--- config.mk ---
export PLATFORM = sky130hd
export DESIGN_NAME = direction_deque
export DESIGN_NICKNAME = d
export VERILOG_FILES = /design/src/rtl/direction_deque.sv
export SDC_FILE = /design/constraint.sdc
export NUM_CORES = 1
export LEC_CHECK = 0
export CAP_MARGIN = 20
export CORE_AREA = 2 2 245 198
export DETAILED_ROUTE_END_ITERATION = 10
export DIE_AREA = 0 0 247 200
export GPL_ROUTABILITY_DRIVEN = 1
export MAX_ROUTING_LAYER = met4
export PLACE_DENSITY = 0.75
export SYNTH_ARGS = -nofsm -noshare
export SYNTH_HDL_FRONTEND = slang
export SYNTH_SLANG_ARGS = --single-unit
--- constraint.sdc ---
create_clock -name Clk -period 5.1 [get_ports Clk]
set_input_delay 1.02 -clock Clk [delete_from_list [all_inputs] [get_ports Clk]]
set_output_delay 1.02 -clock Clk [all_outputs]
set_load 0.01 [all_outputs]
--- src/rtl/direction_deque.sv ---
// Circular deque of 2-bit maze directions: push/pop at the back, pop at the front, registered outputs.
// Optional sticky error flag on ignored ops is built when DIR_DEQUE_ERR_EN is defined.
module direction_deque #(
  parameter int unsigned  DEPTH = 256,
  parameter int unsigned  DW    = 2,
  localparam int unsigned AW    = $clog2(DEPTH)
) (
  input  logic          Clk,
  input  logic          Rst,
  input  logic          clr,
  input  logic          push,
  input  logic [DW-1:0] din,
  input  logic          pop_back,
  input  logic          pop_front,
  output logic [DW-1:0] dout_back,
  output logic [DW-1:0] dout_front,
  output logic          front_vld,
  output logic          back_vld,
  output logic          is_empty,
  output logic          is_full,
  output logic [AW:0]   count
`ifdef DIR_DEQUE_ERR_EN
  ,
  output logic          err
`endif
);

  localparam logic [AW:0]   CntZero = '0;
  localparam logic [AW:0]   CntOne  = (AW+1)'(1);
  localparam logic [AW:0]   CntTwo  = (AW+1)'(2);
  localparam logic [AW:0]   CntFull = (AW+1)'(DEPTH);
  localparam logic [AW-1:0] PtrOne  = AW'(1);

  logic [DW-1:0] mem_q [DEPTH];

  logic [AW-1:0] head_q, head_d;
  logic [AW-1:0] tail_q, tail_d;
  logic [AW-1:0] tail_m1;
  logic [AW:0]   count_q, count_d;
  logic [DW-1:0] dout_back_q, dout_back_d;
  logic [DW-1:0] dout_front_q, dout_front_d;
  logic          back_vld_q, back_vld_d;
  logic          front_vld_q, front_vld_d;
  logic          is_empty_q, is_full_q;
  logic          wr_en;
  logic          empty, full;
  logic          ignored;

  assign empty   = (count_q == CntZero);
  assign full    = (count_q == CntFull);
  assign tail_m1 = tail_q - PtrOne;

  always_comb begin
    head_d       = head_q;
    tail_d       = tail_q;
    count_d      = count_q;
    dout_back_d  = dout_back_q;
    dout_front_d = dout_front_q;
    back_vld_d   = 1'b0;
    front_vld_d  = 1'b0;
    wr_en        = 1'b0;
    ignored      = 1'b0;

    if (push && pop_back) begin
      // Push consumed straight back out; storage untouched, so this is legal even when full/empty.
      dout_back_d = din;
      back_vld_d  = 1'b1;
      if (pop_front) begin
        if (empty) begin
          ignored = 1'b1;
        end else begin
          dout_front_d = mem_q[head_q];
          front_vld_d  = 1'b1;
          head_d       = head_q + PtrOne;
          count_d      = count_q - CntOne;
        end
      end
    end else if (push && pop_front) begin
      front_vld_d = 1'b1;
      if (empty) begin
        dout_front_d = din;
      end else begin
        // When full head==tail: the read sees the old entry, the write refills the freed slot.
        dout_front_d = mem_q[head_q];
        head_d       = head_q + PtrOne;
        wr_en        = 1'b1;
        tail_d       = tail_q + PtrOne;
      end
    end else if (pop_back && pop_front) begin
      if (empty) begin
        ignored = 1'b1;
      end else begin
        dout_front_d = mem_q[head_q];
        front_vld_d  = 1'b1;
        head_d       = head_q + PtrOne;
        if (count_q == CntOne) begin
          // Single entry: the front pop takes it and the back pop is dropped.
          ignored = 1'b1;
          count_d = CntZero;
        end else begin
          dout_back_d = mem_q[tail_m1];
          back_vld_d  = 1'b1;
          tail_d      = tail_m1;
          count_d     = count_q - CntTwo;
        end
      end
    end else if (push) begin
      if (full) begin
        ignored = 1'b1;
      end else begin
        wr_en   = 1'b1;
        tail_d  = tail_q + PtrOne;
        count_d = count_q + CntOne;
      end
    end else if (pop_back) begin
      if (empty) begin
        ignored = 1'b1;
      end else begin
        dout_back_d = mem_q[tail_m1];
        back_vld_d  = 1'b1;
        tail_d      = tail_m1;
        count_d     = count_q - CntOne;
      end
    end else if (pop_front) begin
      if (empty) begin
        ignored = 1'b1;
      end else begin
        dout_front_d = mem_q[head_q];
        front_vld_d  = 1'b1;
        head_d       = head_q + PtrOne;
        count_d      = count_q - CntOne;
      end
    end
  end

  // Storage is deliberately not reset; clr and Rst only drop the pointers.
  always_ff @(posedge Clk) begin
    if (wr_en && !clr && !Rst) begin
      mem_q[tail_q] <= din;
    end
  end

  always_ff @(posedge Clk or posedge Rst) begin
    if (Rst) begin
      head_q       <= '0;
      tail_q       <= '0;
      count_q      <= '0;
      dout_back_q  <= '0;
      dout_front_q <= '0;
      back_vld_q   <= 1'b0;
      front_vld_q  <= 1'b0;
      is_empty_q   <= 1'b1;
      is_full_q    <= 1'b0;
    end else if (clr) begin
      head_q       <= '0;
      tail_q       <= '0;
      count_q      <= '0;
      dout_back_q  <= '0;
      dout_front_q <= '0;
      back_vld_q   <= 1'b0;
      front_vld_q  <= 1'b0;
      is_empty_q   <= 1'b1;
      is_full_q    <= 1'b0;
    end else begin
      head_q       <= head_d;
      tail_q       <= tail_d;
      count_q      <= count_d;
      dout_back_q  <= dout_back_d;
      dout_front_q <= dout_front_d;
      back_vld_q   <= back_vld_d;
      front_vld_q  <= front_vld_d;
      is_empty_q   <= (count_d == CntZero);
      is_full_q    <= (count_d == CntFull);
    end
  end

  assign dout_back  = dout_back_q;
  assign dout_front = dout_front_q;
  assign back_vld   = back_vld_q;
  assign front_vld  = front_vld_q;
  assign is_empty   = is_empty_q;
  assign is_full    = is_full_q;
  assign count      = count_q;

`ifdef DIR_DEQUE_ERR_EN
  logic err_q;

  always_ff @(posedge Clk or posedge Rst) begin
    if (Rst) begin
      err_q <= 1'b0;
    end else if (clr) begin
      err_q <= 1'b0;
    end else if (ignored) begin
      err_q <= 1'b1;
    end
  end

  assign err = err_q;
`else
  logic unused_ignored;
  assign unused_ignored = ignored;
`endif

endmodule

# Word level (Yosys, flattened, before mapping)
# Memory sizes are Yosys's and may differ from the RTL's.
# Index checks and enable logic that the tools add are counted.
# W data, S select, Z words.
# totals
ff_bits	33
ram_bits	512
inputBits	8
elab_cells	118
memories	1
# op_classes
addsub	6
n_eq_ne	15
mux	73
reduce_logical	14
# memory_table
memory	depth	word_bits	read_ports	rd_ports_with_merged_regs	write_ports	line	text
mem_q	256	2	2	0	1	34	logic [DW-1:0] mem_q [DEPTH];
# op_table
cell	count
$mux W8	19
$mux W9	11
$mux W2	18
$mux W1	25
$eq A9 B9 Y1 const B	2
$logic_not A9 Y1	2
$add A8 B1 Y8 const B	2
$ne A3 B3 Y1 const B	4
$ne A5 B2 Y1 const B	2
$add A9 B1 Y9 const B	1
$eq A9 B1 Y1 const B	1
$sub A9 B1 Y9 const B	1
$sub A9 B2 Y9 const B	1
$ne A4 B4 Y1 const B	2
$sub A8 B1 Y8 const B	1
$reduce_and A7 Y1	1
$logic_and A1 B1 Y1	5
$ne A5 B3 Y1 const B	1
$reduce_and A5 Y1	1
$reduce_bool A5 Y1	1
$ne A4 B2 Y1 const B	1
$reduce_bool A4 Y1	1
$ne A3 B2 Y1 const B	1
$logic_not A1 Y1	2
2 further kinds	2

# Depth between registers and ports, before layout
# Gate-level depths: netlist (run 1).
# depth
depth_word	10
mapped_depth	16
mapped_depth_nobuf	10

# Worst setup path before layout (run 1)
# No wires, ideal clock.
# synth_path
path_type	flip-flop to flip-flop
start	register tail_q[0]
end	register dout_back_q[0], in the netlist dout_back[0]
setup_ns	0.126
arrival_ns	3.884
slack_ns	1.090
stages_incl_launch_ff	17
synth_period_minus_slack_ns	4.010
path_cell_list	dfrtp_1 buf_2 buf_2 buf_2 buf_2 inv_1 ha_1 clkbuf_1 clkbuf_1 clkbuf_1 mux4_2 mux2i_1 a21oi_1 a221oi_1 mux2i_1 mux2i_1 o21ai_1
# synth_via
elab_chain_cells	9
elab_cells_between_ends	11
classes_between	add/sub (1); mux (9); memory (1)
# synth_rtl
element	line	text
from (decl)	37	logic [AW-1:0] tail_q, tail_d;
from (signal assigned)	166	tail_q <= tail_d;
$sub A8 B1 Y8 *	51	assign tail_m1 = tail_q - PtrOne;
$mem_v2 Z256 W2 *	-	
$mux W2	116	if (empty) begin
$mux W2	115	end else if (pop_back) begin
$mux W2	107	end else if (push) begin
$mux W2 *	89	end else if (pop_back && pop_front) begin
$mux W2 *	78	end else if (push && pop_front) begin
$mux W2 *	64	if (push && pop_back) begin
$mux W2 *	154	end else if (clr) begin
to (signal assigned)	168	dout_back_q <= dout_back_d;
to (decl)	40	logic [DW-1:0] dout_back_q, dout_back_d;
# Mark *: on every way between the ends. The rest lies on a longest branch, timed or not. The select of a mux whose other input is x is not followed.
# A chain may end at the register's enable or synchronous reset.

# Final worst setup path (run 1)
# layout_path
start	register tail_q[1]
end	register dout_back_q[1], in the netlist dout_back[1]
# The elaborated chain is that of the path after synthesis.

==> results of run 1 <==
## cells in the mapped netlist, types with 5 or more instances
master / n
xnor2_1: 14
mux2i_1: 94
nor2_1: 319
clkbuf_1: 99
xor2_1: 10
inv_1: 13
mux2_2: 17
dfrtp_1: 32
o31ai_1: 5
o21ai_0: 32
mux4_2: 264
o221ai_1: 13
o22ai_1: 9
buf_4: 7
a211oi_1: 20
buf_2: 29
nor3b_1: 5
ha_1: 13
a21oi_1: 47
buf_1: 12
nor3_1: 13
nand3_1: 25
nor4_1: 5
a221oi_1: 8
clkinv_1: 5
o211ai_1: 8
and3_1: 5
nand2_1: 67
or3_1: 5
nor2b_1: 22
a31oi_1: 11
edfxtp_1: 512
nand4_1: 9
## power groups by stage
stage	clock (W)	sequential [W]	combinational (W)
floorplan	0	0.00506	0.00287
global placement	0	0.00518	0.00401
detailed placement	0	0.00518	0.00405
CTS	0.00382	0.00508	0.00407
global route	0.00397	0.00509	0.00432
finish	0.00378	0.00509	0.00414
## how the worst max path moves through the flow
| stage | cells past startpoint | endpoint |
|---|---|---|
| 2_1_floorplan | 16 | dout_back[0] |
| 3_3_place_gp | 6 | mem_q[199][1] |
| 3_5_place_dp | 6 | mem_q[201][0] |
| 4_1_cts | 10 | dout_back[1] |
| 5_1_grt | 11 | dout_back[1] |
| 6_report | 11 | dout_back[1] |
## stage by stage
stage | hold slack (ps) | utilization [%] | instances | instance area, µm²
floorplan | 530 | - | 1827 | 27900
detailed placement | 557 | 61.5 | 2372 | 28800
finish | 574 | 65.0 | 2466 | 30400
CTS | 571 | 65.0 | 2466 | 30400
global route | 587 | 65.0 | 2466 | 30400
global placement | 548 | 61.5 | 2372 | 28800
## cell families (layout without fill, tap and decap cells)
| family | count (synthesis) | after routing |
|---|---|---|
| AND/OR/NAND/NOR | 499 | 499 |
| XOR/XNOR | 24 | 24 |
| multiplexers | 375 | 375 |
| buffers and inverters | 168 | 187 |
| AO/OA/AOI/OAI | 203 | 203 |
| flip-flops | 545 | 545 |
| adder cells (fa/ha/maj) | 13 | 13 |
## layout make-up
| type | instances | area share, % |
|---|---|---|
| tap | 620 | 2.55 |
| clock buffer | 67 | 4.60 |
| clock inverter | 27 | 0.789 |
| inverter | 19 | 0.234 |
| multi-input combinational | 1114 | 36.3 |
| timing repair buffer | 74 | 2.28 |
| sequential | 545 | 53.3 |
## critical path: cells and delay by family (launching register included)
kind	cells	cell delay [ps]
AOI/OAI and AO/OA	3	580
adders and majority gates	1	770
buffers and inverters	2	620
DFF	1	500
muxes	5	1340
## flip-flops by register name, summed over array words and instances, names as in the netlist
signal	flops
count	9
is_full	1
front_vld	1
is_empty	1
dout_back	2
head_q	8
mem_q	512
tail_q	8
dout_front	2
back_vld	1
## routing by layer
metal	up-vias	wire (µm)
li1	7283	-
met1	9093	28200
met2	1311	34900
met3	173	10200
met4	0	2300
met5	-	0
==> summary.txt, run 1 <==
Run status
  – Status: finished clean

Floorplanning
  – Full die area: 49400 µm²
  – Die H: 200 µm
  – Top-Level Pins: 25
  – Starting Density: 59.6%
  – Die width: 247 µm
  – Core area: 46800 µm²
  – Row cnt: 71

Min path
  – Hold_sp: dout_back[0]
  – Worst min-delay path category: register to register
  – Hold Crit Depth: 2
  – Hold endpoint: dout_back[0]

Setup path
  – Reg-to-Reg End: dout_back[1]
  – Critical path startpoint category: register
  – Worst reg2reg startpoint: tail_q[1]
  – Worst reg-to-reg setup slack: 1090 ps
  – CP required: 5560 ps
  – Nature of the critical path endpoint: register
  – CP peak stage delay: 770 ps
  – Most frequent cell on the critical path: mux2i_1
  – R2r worst-path depth: 11
  – Critical Path Start: tail_q[1]
  – CP max-delay cell: ha_4
  – Crit-path max FO: 46
  – CP arrival: 4470 ps
  – Crit path kind: register to register
  – Crit path cell chain: inv_1, ha_4, buf_4, mux4_2, mux2i_1, mux2_2, o22ai_1, a221oi_1, mux2i_1, mux2i_1, o21ai_1

Run
  – Max-cap viol count: 0

CTS
  – Level count of the clock H-tree: 2
  – Clock Path Buffers: 3
  – CTS tree: done
  – Clock Latency Late Sink: 640 ps
  – Root Buffer Master: clkbuf_16
  – Clock sinks: 545
  – Hold_buf cts: 0
  – CTS Buf Count: 53
  – Post CTS Setup Buffer Count: 0
  – Resize count post-CTS: 0
  – Worst-path clk slew: 60 ps

Synth
  – Post-Syn Area: 27900 µm²
  – Post-synth EDFFs: 512
  – Synthesized-area fraction occupied by adder cells: 0.583%
  – Largest family of logic cells by synthesized area: multiplexers
  – Seq/Total Area, Yosys: 58.0%
  – Fraction of registers with async set/reset: 6.06%
  – Post-Synth XOR/XNOR Area: 0.753%
  – Yosys Warn Count: 0
  – Count of different cell masters after synthesis: 77
  – Mux cell area share after synthesis: 25.4%
  – Synthesized Nets: 1848
  – Syn Area/Cell: 15.3 µm²
  – Synth Area in Compound Gates: 5.00%
  – Synth top area cells: edfxtp_1, mux4_2, nor2_1, mux2i_1, dfrtp_1
  – Post-Synthesis Cells: 1827
  – Simple logic cell fraction of the synthesized area: 7.73%
  – Top-area cell type share of the netlist area: 55.1%
  – Leading area contributor after synthesis: edfxtp_1
  – Ys flop type: edfxtp_1
  – Yosys reg bits: 545

Power
  – Clock Power Share: 29.1%
  – Sequential power share: 39.1%
  – Switching Fraction: 32.3%
  – Gate power share: 31.8%
  – Max VDD drop: 0.333 mV
  – Internal: 0.00881 W
  – Switching power: 0.00420 W
  – Leakage: 9.39 nW
  – Pwr Density: 427 nW/µm²
  – Power, Total: 0.0130 W

Timing
  – Final period utilization: 78.7%
  – Finish-stage setup viols: 0
  – Worst-Margin Slew: 1120 ps
  – Tmin final: 4010 ps
  – Final setup TNS: 0 ps
  – Hold Vio Cnt, Final: 0
  – Final Max Tran Viols: 0
  – Clock Skews: 49.1 ps
  – Slew HR: 24.4%
  – Max Clk Rate: 249 MHz
  – Worst Setup Slack, final: 1090 ps
  – RSZ-0062 raised after global routing: false

Final layout
  – Ant diodes: 0
  – Nets: 1828
  – Layout cells sized above 1: 23.3%
  – Most common cell after layout, fill and taps aside: edfxtp_1
  – Area of the multi-input gates: 11000 µm²
  – Most frequent cells in the layout: edfxtp_1, nor2_1, mux4_2, mux2i_1, nand2_1
  – Layout area overhead: 9.06%
  – FF+latch area: 16200 µm²
  – Fill count: 3229

Global routing
  – Met2 Use GR: 48.3%
  – M1 GR Usage: 45.0%
  – Via count of the first global-routing pass: 17632
  – Initial antenna violation count: 0
  – Largest net degree at the start of global routing: 137
  – GRT met3 Usage: 8.52%
  – First-pass GRT wire length: 114000 µm
  – Gr busiest metal: met2
  – Total gr overflow: 0
  – Gr usage total: 32.6%

Placed design
  – Hpwl dp: 47800 µm
  – Place WS: 930 ps
  – IO Port Bufs: 24
  – GPL Wtd Cong: 0.941

Routing
  – Remaining DRCs: 0
  – Antenna Nets Post-Route: 0
  – DR WL/cell: 30.6 µm
  – Pre-Repair DR Iteration Count: 5
  – Final WL: 75600 µm
  – Vias/cell: 7.24
  – Detailed Route Iter0 Violations: 2613
  – Via count: 17860
Note: power is estimated with default switching activity, not from simulation.
==> run 2, diff against run 1 <==
==> constraint.sdc (replaced) <==
create_clock -name Clk -period 3.7 [get_ports Clk]
set_input_delay 0.74 -clock Clk [delete_from_list [all_inputs] [get_ports Clk]]
set_output_delay 0.74 -clock Clk [all_outputs]
set_load 0.01 [all_outputs]
==> run 2 against run 1 <==
Final cell count grew 1.9%; critical path type unchanged; worst hold slack lost 75 ps; via count grew 0.72%; flip-flop and latch count is the same; largest power group unchanged.
==> summary.txt, run 2 (synthesized netlist as in run 1, its figures left out) <==
Run status
  – Status: finished clean

Global routing
  – First-pass GRT wire length: 115000 µm
  – Largest net degree at the start of global routing: 99
  – Gr usage total: 33.0%
  – Total gr overflow: 0
  – Via count of the first global-routing pass: 17837
  – Initial antenna violation count: 0

Min path
  – Worst min-delay path category: register to register
  – Hold_sp: dout_back[0]
  – Hold endpoint: dout_back[0]
  – Hold Crit Depth: 2

Floorplanning
  – Die H: 200 µm
  – Die width: 247 µm
  – Starting Density: 59.6%
  – Row cnt: 71
  – Full die area: 49400 µm²
  – Core area: 46800 µm²
  – Top-Level Pins: 25

Timing
  – Final Max Tran Viols: 0
  – Worst-Margin Slew: 1190 ps
  – Tmin final: 3520 ps
  – RSZ-0062 raised after global routing: false
  – Final period utilization: 95.1%
  – Clock Skews: 29.6 ps
  – Final setup TNS: 0 ps
  – Finish-stage setup viols: 0
  – Worst hold slack: 499 ps
  – Slew HR: 20.3%
  – Max Clk Rate: 284 MHz
  – Hold Vio Cnt, Final: 0

Routing
  – Detailed Route Iter0 Violations: 2659
  – Pre-Repair DR Iteration Count: 6
  – Remaining DRCs: 0
  – Vias/cell: 7.16
  – Via count: 17989
  – DR WL/cell: 30.3 µm
  – Antenna Nets Post-Route: 0
  – Final WL: 76100 µm

Final layout
  – Most frequent cells in the layout: edfxtp_1, nor2_1, mux4_2, mux2i_1, buf_4
  – Largest register FFs: 512
  – Ant diodes: 0
  – Nets: 1869
  – Layout area overhead: 10.6%
  – Largest Register: mem_q
  – Final Instance Area: 30900 µm²
  – Most common cell after layout, fill and taps aside: edfxtp_1
  – Layout cells sized above 1: 25.2%

CTS
  – Hold_buf cts: 0
  – Clock Latency Late Sink: 640 ps
  – Clock Path Buffers: 3
  – Root Buffer Master: clkbuf_16
  – Level count of the clock H-tree: 2
  – CTS Buf Count: 52
  – Worst-path clk slew: 60 ps
  – Clock sinks: 545
  – CTS tree: done

Placed design
  – Post-DP Area: 29200 µm²
  – GPL Wtd Cong: 0.962
  – IO Port Bufs: 24
  – Hpwl dp: 49100 µm

Setup path
  – Critical path startpoint category: register
  – CP required: 4200 ps
  – Reg-to-Reg End: dout_back[0]
  – Worst reg-to-reg setup slack: 180 ps
  – CP arrival: 4010 ps
  – Crit-path max FO: 43
  – Worst reg2reg startpoint: tail_q[1]
  – Nature of the critical path endpoint: register
  – R2r worst-path depth: 11
  – Crit path kind: register to register

Power
  – Leakage: 9.62 nW
  – Pwr Density: 581 nW/µm²
  – Max VDD drop: 0.469 mV

Run
  – Max-cap viol count: 0
-- run 2: cell types whose count changed in the layout (fill, tap and decap cells not counted), moves of 2 or more --
| cell | delta |
|---|---|
| clkbuf_16 | -2 |
| buf_12 | +11 |
| clkinv_1 | +5 |
| clkbuf_1 | -4 |
| buf_4 | +30 |
| clkinv_2 | +5 |
-- run 2: metrics by stage --
step / setup slack, ps / std cells / power, W / utilization (%)
3_5_place_dp: 183 / 2413 / 0.0128 / 62.5
2_1_floorplan: 36.5 / 1827 / 0.0109 / -
4_1_cts: 151 / 2511 / 0.0178 / 65.9
3_3_place_gp: 172 / 2413 / 0.0128 / 62.5
6_report: 182 / 2512 / 0.0179 / 65.9
5_1_grt: 25.8 / 2512 / 0.0185 / 65.9
-- run 2: final cells by class --
class                           instances  area, µm²
Tap cell                              620        776
Timing Repair Buffer                  116       1150
Fill cell                            3147      16000
Clock buffer                           62       1350
Multi-Input combinational cell       1114      11100
Clock inverter                         36        253
Sequential cell                       545      16200
Inverter                               19       71.3
-- run 2: worst max path at each step --
stage | start | end
after detailed placement | push | mem_q[33][0]
final | tail_q[1] | dout_back[0]
after floorplan | tail_q[0] | dout_back[0]
after CTS | tail_q[0] | dout_back[1]
after global routing | tail_q[1] | dout_back[0]
after global placement | tail_q[0] | dout_back[1]
-- run 2: timing repair --
item	4_1_cts	5_1_grt
endpoints found under the setup margin	0	1
setup buffers	0	1
gates resized for setup	0	1
-- run 2: per-layer routing --
| metal | global-route usage (%) | routed length, µm |
|---|---|---|
| met5 | - | 0 |
| met4 | 12.4 | 3200 |
| met3 | 7.85 | 10200 |
| met2 | 47.7 | 34100 |
| met1 | 46.1 | 28700 |
-- run 2: worst max-delay path: stages (launching register included) --
cell,delay [ps]
dfrtp_1,510
inv_1,180
ha_4,520
buf_12,310
mux4_2,340
mux2i_1,260
mux2i_1,220
a22o_1,310
nor3_1,160
mux2i_1,100
mux2i_1,350
o21ai_1,90
-- run 2: where the power goes --
group | leakage [nW] | total [W] | internal, W | switching [W]
sequential | 5.04 | 0.00695 | 0.00680 | 0.000156
combinational | 3.80 | 0.00588 | 0.00256 | 0.00333
clock | 0.784 | 0.00509 | 0.00275 | 0.00234
